<file path="src/rtl/signal_capture_pkg.sv">
// Shared constants and types for the signal capture writer.
//   ADDR_W / DATA_W / DEPTH : buffer geometry (8192 x 16)
//   cap_state_t             : capture FSM states
//   clamp_count()           : limits a requested sample count to the buffer depth
package signal_capture_pkg;

   localparam int unsigned ADDR_W = 13;
   localparam int unsigned DATA_W = 16;
   localparam int unsigned DEPTH  = 1 << ADDR_W;

   typedef enum logic [1:0] {
      IDLE      = 2'd0,
      WAIT_TRIG = 2'd1,
      CAPTURE   = 2'd2,
      DONE      = 2'd3
   } cap_state_t;

   function automatic logic [ADDR_W:0] clamp_count(input logic [ADDR_W:0] c);
      if (c > (ADDR_W + 1)'(DEPTH)) begin
         return (ADDR_W + 1)'(DEPTH);
      end
      return c;
   endfunction

endpackage

</file>
<file path="src/rtl/signal_capture_trigger.sv">
// Rising-edge level trigger.
//   clk, reset      : clock, async active-high reset
//   clear_i         : forget the previous sample (new capture armed)
//   active_i        : high while the FSM waits for the trigger
//   in_valid/in_data: sample stream
//   level_i         : signed threshold
//   trig_hit_o      : combinational, high in the cycle of the crossing sample
module signal_capture_trigger
   import signal_capture_pkg::*;
(
   input  logic              clk,
   input  logic              reset,
   input  logic              clear_i,
   input  logic              active_i,
   input  logic              in_valid,
   input  logic [DATA_W-1:0] in_data,
   input  logic [DATA_W-1:0] level_i,
   output logic              trig_hit_o
);

   logic [DATA_W-1:0] prev_q;
   logic              prev_vld_q;

   always_ff @(posedge clk or posedge reset) begin
      if (reset) begin
         prev_q     <= '0;
         prev_vld_q <= 1'b0;
      end else if (clear_i) begin
         prev_vld_q <= 1'b0;
      end else if (active_i && in_valid) begin
         prev_q     <= in_data;
         prev_vld_q <= 1'b1;
      end
   end

   // The first sample after arming only seeds prev_q and can never fire.
   assign trig_hit_o = active_i && in_valid && prev_vld_q
                       && ($signed(prev_q) < $signed(level_i))
                       && ($signed(in_data) >= $signed(level_i));

endmodule

</file>
<file path="src/rtl/signal_capture_writer.sv">
// Capture engine writing a configured number of (optionally decimated, optionally
// triggered) samples into port s2 of the signal buffer.
//   clk, reset                  : clock, async active-high reset
//   start, abort                : control pulses (abort wins)
//   cfg_*                       : capture configuration, latched on accepted start
//   in_valid, in_data           : unstallable sample stream
//   buf_*                       : s2 write port (one-cycle registered write pulses)
//   busy, done, triggered       : status
//   samples_written             : samples committed in the current capture
module signal_capture_writer
   import signal_capture_pkg::*;
(
   input  logic              clk,
   input  logic              reset,
   input  logic              start,
   input  logic              abort,
   input  logic [ADDR_W-1:0] cfg_base,
   input  logic [ADDR_W:0]   cfg_count,
   input  logic [7:0]        cfg_decim,
   input  logic              cfg_trig_en,
   input  logic [DATA_W-1:0] cfg_trig_level,
   input  logic              in_valid,
   input  logic [DATA_W-1:0] in_data,
   output logic [ADDR_W-1:0] buf_address,
   output logic              buf_chipselect,
   output logic              buf_write,
   output logic [DATA_W-1:0] buf_writedata,
   output logic [1:0]        buf_byteenable,
   output logic              busy,
   output logic              done,
   output logic              triggered,
   output logic [ADDR_W:0]   samples_written
);

   cap_state_t        state_q;
   logic [ADDR_W-1:0] addr_q;
   logic [ADDR_W:0]   count_q;
   logic [7:0]        decim_q;
   logic [7:0]        dcnt_q;
   logic [DATA_W-1:0] level_q;
   logic [ADDR_W:0]   sw_q;
   logic              trig_q;
   logic              wr_q;
   logic [ADDR_W-1:0] wr_addr_q;
   logic [DATA_W-1:0] wr_data_q;

   logic              idle_like;
   logic              start_ok;
   logic              trig_hit;
   logic              accept;
   logic [ADDR_W:0]   count_clamped;
   logic [ADDR_W:0]   sw_inc;

   assign idle_like     = (state_q == IDLE) || (state_q == DONE);
   assign start_ok      = start && !abort && idle_like;
   assign count_clamped = clamp_count(cfg_count);
   assign sw_inc        = sw_q + (ADDR_W + 1)'(1);

   // A sample is committed on the trigger crossing itself or on decimation slot 0.
   assign accept = !abort
                   && (trig_hit || ((state_q == CAPTURE) && in_valid && (dcnt_q == 8'd0)));

   signal_capture_trigger u_trigger (
      .clk        (clk),
      .reset      (reset),
      .clear_i    (start_ok),
      .active_i   (state_q == WAIT_TRIG),
      .in_valid   (in_valid),
      .in_data    (in_data),
      .level_i    (level_q),
      .trig_hit_o (trig_hit)
   );

   always_ff @(posedge clk or posedge reset) begin
      if (reset) begin
         state_q   <= IDLE;
         addr_q    <= '0;
         count_q   <= '0;
         decim_q   <= '0;
         dcnt_q    <= '0;
         level_q   <= '0;
         sw_q      <= '0;
         trig_q    <= 1'b0;
         wr_q      <= 1'b0;
         wr_addr_q <= '0;
         wr_data_q <= '0;
      end else begin
         wr_q <= 1'b0;
         if (abort) begin
            state_q <= IDLE;
         end else begin
            unique case (state_q)
               IDLE, DONE: begin
                  if (start) begin
                     addr_q  <= cfg_base;
                     count_q <= count_clamped;
                     decim_q <= cfg_decim;
                     level_q <= cfg_trig_level;
                     dcnt_q  <= 8'd0;
                     sw_q    <= '0;
                     trig_q  <= 1'b0;
                     if (count_clamped == '0) begin
                        state_q <= DONE;
                     end else if (cfg_trig_en) begin
                        state_q <= WAIT_TRIG;
                     end else begin
                        state_q <= CAPTURE;
                     end
                  end
               end
               WAIT_TRIG: begin
                  if (trig_hit) begin
                     trig_q  <= 1'b1;
                     state_q <= CAPTURE;
                     // The trigger sample occupies decimation slot 0.
                     dcnt_q  <= (decim_q == 8'd0) ? 8'd0 : 8'd1;
                  end
               end
               CAPTURE: begin
                  if (in_valid) begin
                     dcnt_q <= (dcnt_q == decim_q) ? 8'd0 : dcnt_q + 8'd1;
                  end
               end
               default: state_q <= IDLE;
            endcase

            // Overrides the state chosen above when this is the final sample.
            if (accept) begin
               wr_q      <= 1'b1;
               wr_addr_q <= addr_q;
               wr_data_q <= in_data;
               addr_q    <= addr_q + ADDR_W'(1);
               sw_q      <= sw_inc;
               if (sw_inc == count_q) begin
                  state_q <= DONE;
               end
            end
         end
      end
   end

   assign buf_address     = wr_addr_q;
   assign buf_chipselect  = wr_q;
   assign buf_write       = wr_q;
   assign buf_writedata   = wr_data_q;
   assign buf_byteenable  = 2'b11;
   assign busy            = (state_q == WAIT_TRIG) || (state_q == CAPTURE);
   assign done            = (state_q == DONE);
   assign triggered       = trig_q;
   assign samples_written = sw_q;

endmodule

</file>
<file path="config.mk">
export PLATFORM = sky130hd
export DESIGN_NAME = signal_capture_writer
export DESIGN_NICKNAME = d
export VERILOG_FILES = /design/src/rtl/signal_capture_pkg.sv /design/src/rtl/signal_capture_trigger.sv /design/src/rtl/signal_capture_writer.sv
export SDC_FILE = /design/constraint.sdc
export NUM_CORES = 1
export LEC_CHECK = 0
export ABC_AREA = 0
export CORE_AREA = 2 2 113 159
export DETAILED_ROUTE_END_ITERATION = 8
export DIE_AREA = 0 0 115 161
export HOLD_SLACK_MARGIN = 0.03
export PLACE_DENSITY = 0.71
export RECOVER_POWER = 25
export SETUP_SLACK_MARGIN = 0.15
export SYNTH_ARGS = -nofsm -noshare
export SYNTH_HDL_FRONTEND = slang
export SYNTH_SLANG_ARGS = --single-unit
</file>
<file path="constraint.sdc">
create_clock -name clk -period 9.8 [get_ports clk]
set_input_delay 1.47 -clock clk [delete_from_list [all_inputs] [get_ports clk]]
set_output_delay 1.47 -clock clk [all_outputs]
set_load 0.05 [all_outputs]
</file>
==> impl_results.md, run 1 <==
* Synth Area per Inst at 10.3 um^2
* Hold Path Class: flip-flop to flip-flop
* RD Place Congestion at 0.800
* Synth Flop Type: dfrtp_1
* Met1 usage at a little over a fifth
* Critical Path AT at between 5 and 6 ns
* WL final at 15.7 mm
* Layout Cells excl Fill at 993
* Worst Setup SP: in_data[13]
* Combinational power share at about two fifths
* LEAKAGE at between 3 and 4 nW
* Core footprint at 17100 um^2
* Clock power frac at 28.1%
* Final min period at 5.15 ns
* Tcrit/Tclk final at around 53%
* Reg power frac at 33.0%
* Io pins at 123
* Status: finished with violations
* 1st-pass router iterations at 4
* DR vias at approximately 5200
* Drt drc at 0
* Clk Latency, worst-skew pair at between 0.4 and 0.5 ns
* CTS tree: yes
* Via density at 5.26
* RSZ-0062 raised after global routing: false
* Syn-to-layout area delta at 30.1%
* Postcts setup bufs at 0
* Crit path max fanout at 65
* #FFs+latches synth at 123
* Failing checks: capacitance limit, slew limit
* Vias in the first global route at between 5000 and 6000
* Met2 GRT Util at approximately a third
* PD cells at 279 nW/um^2
* Resized Gates After CTS at 0
* Least-Margin Pin Slew at approximately 3.3 ns
* Number of synthesized flops with an enable pin at 0
* Initial detailed-routing violation count at 229
* Gr busiest metal: met2
* H-tree levels at 4
* Pint at 0.00153 W
* Synth async-reset ratio at between 90% and 100%
* Setup crit end kind: flip-flop
* Final Hold Viols at 0
* Crit start category: input port
* Final setup viols at 0
* Register area share after synthesis at 45.8%
* Total power at 0.00244 W
* CTS max path bufs at 2
* Max Slew Vio Count at 75
* Clock Sinks at roughly 120
* Crit path capture: addr_q[2]
* Cts bufs inserted at 17
* Skew final at 0.00916 ns
* Global Route Usage Sum at a little under a fifth
* Relative slew slack at -122%
* Total congestion overflow at 0
* Largest net degree at the start of global routing at 75
* Max capacitance violation total at 1
* Antenna violations before repair at 1
* ANT nets after route at 0
* CTS clock-pin slew for the worst setup and hold paths at 0.06 ns
* Die Wd at 115 um
* Clock Tree Root: clkbuf_16
* # placed instances at 960
* Met3 track demand over resource at 3.41%
* Buffers added on ports at 120
* YS warnings at 0
* FP Rows at 57
* R2R Path End: addr_q[2]
* First-pass GRT wire length at 26.5 mm
* Switching Share at 37.1%
* HPWL Detailed at 11.2 mm
* Starting Density at approximately 39%
* Reg-to-Reg Start: level_q[6]
* Worst VDD drop at between 0.1 and 0.15 mV
* Hold buffers post-CTS at 0
* Worst hold stages at 2
* CP Class: input port to flip-flop
* Post-Syn Area at between 6000 and 7000 um^2
* Die Y at between 150 and 200 um
* Die area at 18500 um^2
* Syn Inst Count at between 600 and 700
* Unique masters post-synth at a little over 60
* R2R Setup Slk at roughly 5.5 ns
* Psw at 0.000903 W
* DR WL/cell at 15.8 um
* Critical Path RT at around 10 ns
* Final #Nets at 885
* Reg2Reg Depth at 11
* Share of cells above drive strength 1 at 13.0%
* Max Clk Rate at 0.194 GHz
* Post-Route Setup TNS at 0 ns
registers in the layout (all words and copies together), names as in the netlist:
| signal | count |
|---|---|
| count_q | 14 |
| buf_address | 13 |
| decim_q | 8 |
| samples_written | 14 |
| state_q | 2 |
| u_trigger.prev_vld_q | 1 |
| triggered | 1 |
| addr_q | 13 |
| level_q | 16 |
| dcnt_q | 8 |
| buf_chipselect | 1 |
| buf_writedata | 16 |
| u_trigger.prev_q | 16 |
cells by family (layout without fill, tap and decap cells):
group / Yosys count / count (layout) / synth area share [%]
xor gates and xnor gates: 31 / 31 / 4.04
adders and majority gates: 39 / 39 / 7.27
muxes: 60 / 60 / 9.93
other: 1 / 3 / 0.0559
AOI/OAI and AO/OA: 113 / 113 / 12.2
and+or+nand+nor: 224 / 224 / 16.4
buffers and inverters: 63 / 194 / 4.27
DFF: 123 / 123 / 45.8
worst min path at each step:
stage / endpoint / slack (ns) / startpoint
3_5_place_dp: count_q[10] / 0.48 / count_q[10]
4_1_cts: count_q[10] / 0.49 / count_q[10]
2_1_floorplan: count_q[12] / 0.46 / count_q[12]
6_report: count_q[10] / 0.49 / count_q[10]
3_3_place_gp: count_q[10] / 0.47 / count_q[10]
5_1_grt: count_q[8] / 0.50 / count_q[8]
worst max-delay path: stages:
cell and delay (ns):
clkdlybuf4s50_1 0.47, ha_1 0.33, nand4_1 0.20, or3_1 0.41, o211ai_1 0.16, o21ai_1 0.20
o32ai_4 0.83, buf_4 0.69, mux2_2 0.41, a311oi_1 0.25
layout by cell type, fill, tap and decap left out, types with 13 or more instances in the layout:
cell / count
a21oi_1: 19
and3_1: 27
clkbuf_16: 17
clkdlybuf4s50_1: 119
dfrtp_1: 123
ha_1: 39
inv_1: 35
mux2_2: 48
nand2_1: 89
nand4_1: 13
nor2_1: 33
o21ai_0: 36
xnor2_1: 18
xor2_1: 13
cell type report:
| type | count | area (um^2) |
|---|---|---|
| Sequential cell | 123 | 3080 |
| Multi-Input combinational cell | 469 | 3360 |
| Inverter | 37 | 140 |
| Clock buffer | 20 | 467 |
| Tap cell | 206 | 258 |
| Antenna cell | 1 | 2.50 |
| Clock inverter | 12 | 186 |
| Fill cell | 1555 | 8380 |
| Timing Repair Buffer | 125 | 1240 |
cells in the mapped netlist (all sizes together) (12+ instances only):
cell type | n | share of area (%)
xor2 | 13 | 1.7
inv | 36 | 2.0
o21ai | 37 | 2.8
mux2 | 50 | 8.4
nor2 | 34 | 1.9
and3 | 27 | 2.5
nand4 | 13 | 1.2
dfrtp | 123 | 46
a21oi | 19 | 1.4
ha | 39 | 7.3
xnor2 | 18 | 2.3
nand2 | 89 | 5.0
buf | 14 | 1.5
clkbuf | 12 | 0.67
per-stage QoR:
stage | instance area [um^2] | utilization (%) | hold WS, ns | setup slack (ns)
3_3_place_gp | 8080 | 47.2 | 0.473 | 4.30
2_1_floorplan | 6720 | - | 0.458 | 5.06
4_1_cts | 8730 | 51.0 | 0.490 | 4.66
6_report | 8730 | 51.0 | 0.486 | 4.65
5_1_grt | 8730 | 51.0 | 0.502 | 4.38
3_5_place_dp | 8080 | 47.2 | 0.478 | 4.22
metal layers:
layer  vias up  wire length (um)
met5         -                 0
met4         0               352
met3        23               548
met2       101              8300
met1      2544              6510
li1       2557                 -
power by group through the flow:
stage                     sequential, W  combinational (W)  clock [W]
after CTS                      0.000806           0.000958   0.000697
final                          0.000805           0.000948   0.000684
after global placement         0.000809           0.000932          0
after global routing           0.000832            0.00104   0.000719
after floorplan                0.000997           0.000469          0
after detailed placement       0.000813           0.000950          0
Power figures use the tool's default switching activity.
==> run 2: changes to the inputs <==
--- a/config.mk
+++ b/config.mk
@@ -10,7 +10,7 @@
 export DETAILED_ROUTE_END_ITERATION = 8
 export DIE_AREA = 0 0 115 161
 export HOLD_SLACK_MARGIN = 0.03
-export PLACE_DENSITY = 0.71
+export PLACE_DENSITY = 0.73
 export RECOVER_POWER = 25
 export SETUP_SLACK_MARGIN = 0.15
 export SYNTH_ARGS = -nofsm -noshare
==> constraint.sdc (replaced) <==
create_clock -name clk -period 4.1 [get_ports clk]
set_input_delay 0.615 -clock clk [delete_from_list [all_inputs] [get_ports clk]]
set_output_delay 0.615 -clock clk [all_outputs]
set_load 0.05 [all_outputs]
==> run 2 against run 1 <==
The flow still finishes with violations (capacitance limit, slew limit). Utilization rose by 0.27 points. Register-to-register slack got worse by 4.8 ns. Clock skew rose by 0.0017 ns. Critical path depth rose by 1. Combinational power rose by 140%. Worst hold slack got worse by 0.0011 ns. Routed wire length fell by 1.2%. Clock-buffer cell count fell by 1.
==> impl_results.md, run 2 (synthesis gave the netlist of run 1 again) <==
* Met1 usage at 21.1% (was 21.4%)
* Drt drc at 0 (unchanged)
* Most frequent cells in the layout: dfrtp_1, clkdlybuf4s50_1, nand2_1 (unchanged)
* Buf+Inv Stages, Crit Path at 3 (was 2)
* Worst VDD drop at 0.423 mV (was 0.147 mV)
* Status: finished with violations (unchanged)
* Die Y at 161 um (unchanged)
* Critical Path AT at 3.76 ns (was 5.46 ns)
* Clock Tree Root: clkbuf_16 (unchanged)
* Most Frequent Cell on Critical Path: a221oi_2
* DR WL/cell at 15.6 um (was 15.8 um)
* 1st-pass router iterations at 4 (unchanged)
* Share of cells above drive strength 1 at 13.3% (was 13.0%)
* DR vias at 5228 (was 5225)
* WL final at 15.5 mm (was 15.7 mm)
* Slowest-stage cell, CP: mux2_4 (was o32ai_4)
* Final #Nets at 889 (was 885)
* Final min period at 3.46 ns
* Setup crit end kind: flip-flop (unchanged)
* Global Route Usage Sum at 17.6% (was 18.0%)
* Met3 track demand over resource at 3.53% (was 3.41%)
* PD cells at 667 nW/um^2 (was 279 nW/um^2)
* Clock Sinks at 123 (unchanged)
* CTS clock-pin slew for the worst setup and hold paths at 0.06 ns (about the same)
* RD Place Congestion at 0.820 (was 0.800)
* Starting Density at 39.2% (unchanged)
* Buffers added on ports at 120 (unchanged)
* CP cell instances: inv_1 > ha_1 > and3_1 > a221oi_2 > o221ai_1 > a221oi_2 > mux2_4 > o32ai_4 > buf_12 > buf_4 > mux2_2 (was clkdlybuf4s50_1 > ha_1 > nand4_1 > or3_1 > o211ai_1 > o21ai_1 > o32ai_4 > buf_4 > mux2_2 > a311oi_1)
* Met2 GRT Util at 30.5% (was 31.8%)
* Filler cells at 1529 (was 1555)
* RSZ-0062 raised after global routing: false (unchanged)
* Critical Path RT at 4.40 ns (was 10.12 ns)
* Io pins at 123 (unchanged)
* Max capacitance violation total at 1 (unchanged)
* Vias in the first global route at 5263 (was 5332)
* Most common cell after layout, fill and taps aside: dfrtp_1 (unchanged)
* Largest net degree at the start of global routing at 70 (was 75)
* Postcts setup bufs at 0 (unchanged)
* CP Class: flip-flop to flip-flop (was input port to flip-flop)
* Relative slew slack at -60.7% (was -122%)
* Tcrit/Tclk final at 84.3%
* Clk Latency, worst-skew pair at 0.41 ns (about the same)
* Final Hold Viols at 0 (unchanged)
* Gr busiest metal: met2 (unchanged)
* Cts bufs inserted at 17 (unchanged)
* Max Clk Rate at 0.289 GHz
* Failing checks: capacitance limit, slew limit (unchanged)
* Total congestion overflow at 0 (unchanged)
* First-pass GRT wire length at 25.8 mm (was 26.5 mm)
* Hold Path Class: flip-flop to flip-flop (unchanged)
* H-tree levels at 4 (unchanged)
* HPWL Detailed at 11.1 mm (was 11.2 mm)
* Via density at 5.24 (was 5.26)
* Least-Margin Pin Slew at 2.40 ns (was 3.31 ns)
* Crit path max fanout at 51 (was 65)
* Final setup viols at 0 (unchanged)
* FP Rows at 57 (unchanged)
* Antenna violations before repair at 1 (unchanged)
* Die Wd at 115 um (unchanged)
* Skew final at 0.0109 ns (was 0.00916 ns)
* Peak per-stage delay on the critical path at 0.37 ns (was 0.83 ns)
* Initial detailed-routing violation count at 227 (was 229)
* CTS tree: yes (unchanged)
* Total power at 0.00586 W (was 0.00244 W)
* Syn-to-layout area delta at 30.8% (was 30.1%)
* Post-Route Setup TNS at 0 ns (unchanged)
* Max Slew Vio Count at 56 (was 75)
* ANT nets after route at 0 (unchanged)
* Hold buffers post-CTS at 0 (unchanged)
* Resized Gates After CTS at 0 (unchanged)
* LEAKAGE at 3.94 nW (was 3.91 nW)
* Top delay family on crit path: compound AO/OA/AOI/OAI gates (unchanged)
* Die area at 18500 um^2 (unchanged)
* CTS max path bufs at 2 (unchanged)
* Crit start category: flip-flop (was input port)
* Core footprint at 17100 um^2 (unchanged)
run 2: worst min-delay path, stage by stage (launching register included):
cell and delay [ns]:
dfrtp_1 0.35, nand2_1 0.05, nand2_1 0.05
run 2: power breakdown:
group / internal [W] / switching [W]
clock: 0.00110 / 0.000566
combinational: 0.000966 / 0.00130
sequential: 0.00163 / 0.000292
total: 0.00370 / 0.00216
run 2: per-stage QoR:
step,setup slack (ns),area (um^2),util [%],hold WS (ns),cells
detailed placement,0.376,8130,47.5,0.476,964
finish,0.645,8780,51.3,0.485,997
global route,0.280,8780,51.3,0.504,997
global placement,0.391,8130,47.5,0.473,964
floorplan,0.214,6720,-,0.458,655
CTS,0.654,8790,51.4,0.489,996
run 2: worst paths after layout:
check | from | endpoint | slack (ns) | cells past startpoint
worst max register to register | level_q[6] | buf_address[3] | 0.64 | 11
min in group asynchronous | reset | buf_writedata[3] | 1.30 | 2
worst max-delay path | level_q[6] | buf_address[3] | 0.64 | 11
worst min-delay path | count_q[8] | count_q[8] | 0.48 | 2
max in group asynchronous | reset | dcnt_q[6] | 0.86 | 3
worst min register to register | count_q[8] | count_q[8] | 0.48 | 2
run 2: final cells by class:
cell class	instances	area [um^2]	share of cell area, %
inverters	37	140	1.60
clock buffers	19	443	5.04
well taps	206	258	2.94
flip-flops and latches	123	3080	35.1
multi-input cells	469	3360	38.3
repair buffers	129	1280	14.6
clock inverters	13	214	2.44
diodes	1	2.50	0.0285
run 2: metal layers:
| metal | up-vias | wire length [um] | share of wire [%] |
|---|---|---|---|
| met3 | 23 | 552 | 3.6 |
| met4 | 0 | 344 | 2.2 |
| met1 | 2535 | 6480 | 42 |
| met5 | - | 0 | 0 |
| li1 | 2570 | - | - |
| met2 | 100 | 8150 | 52 |
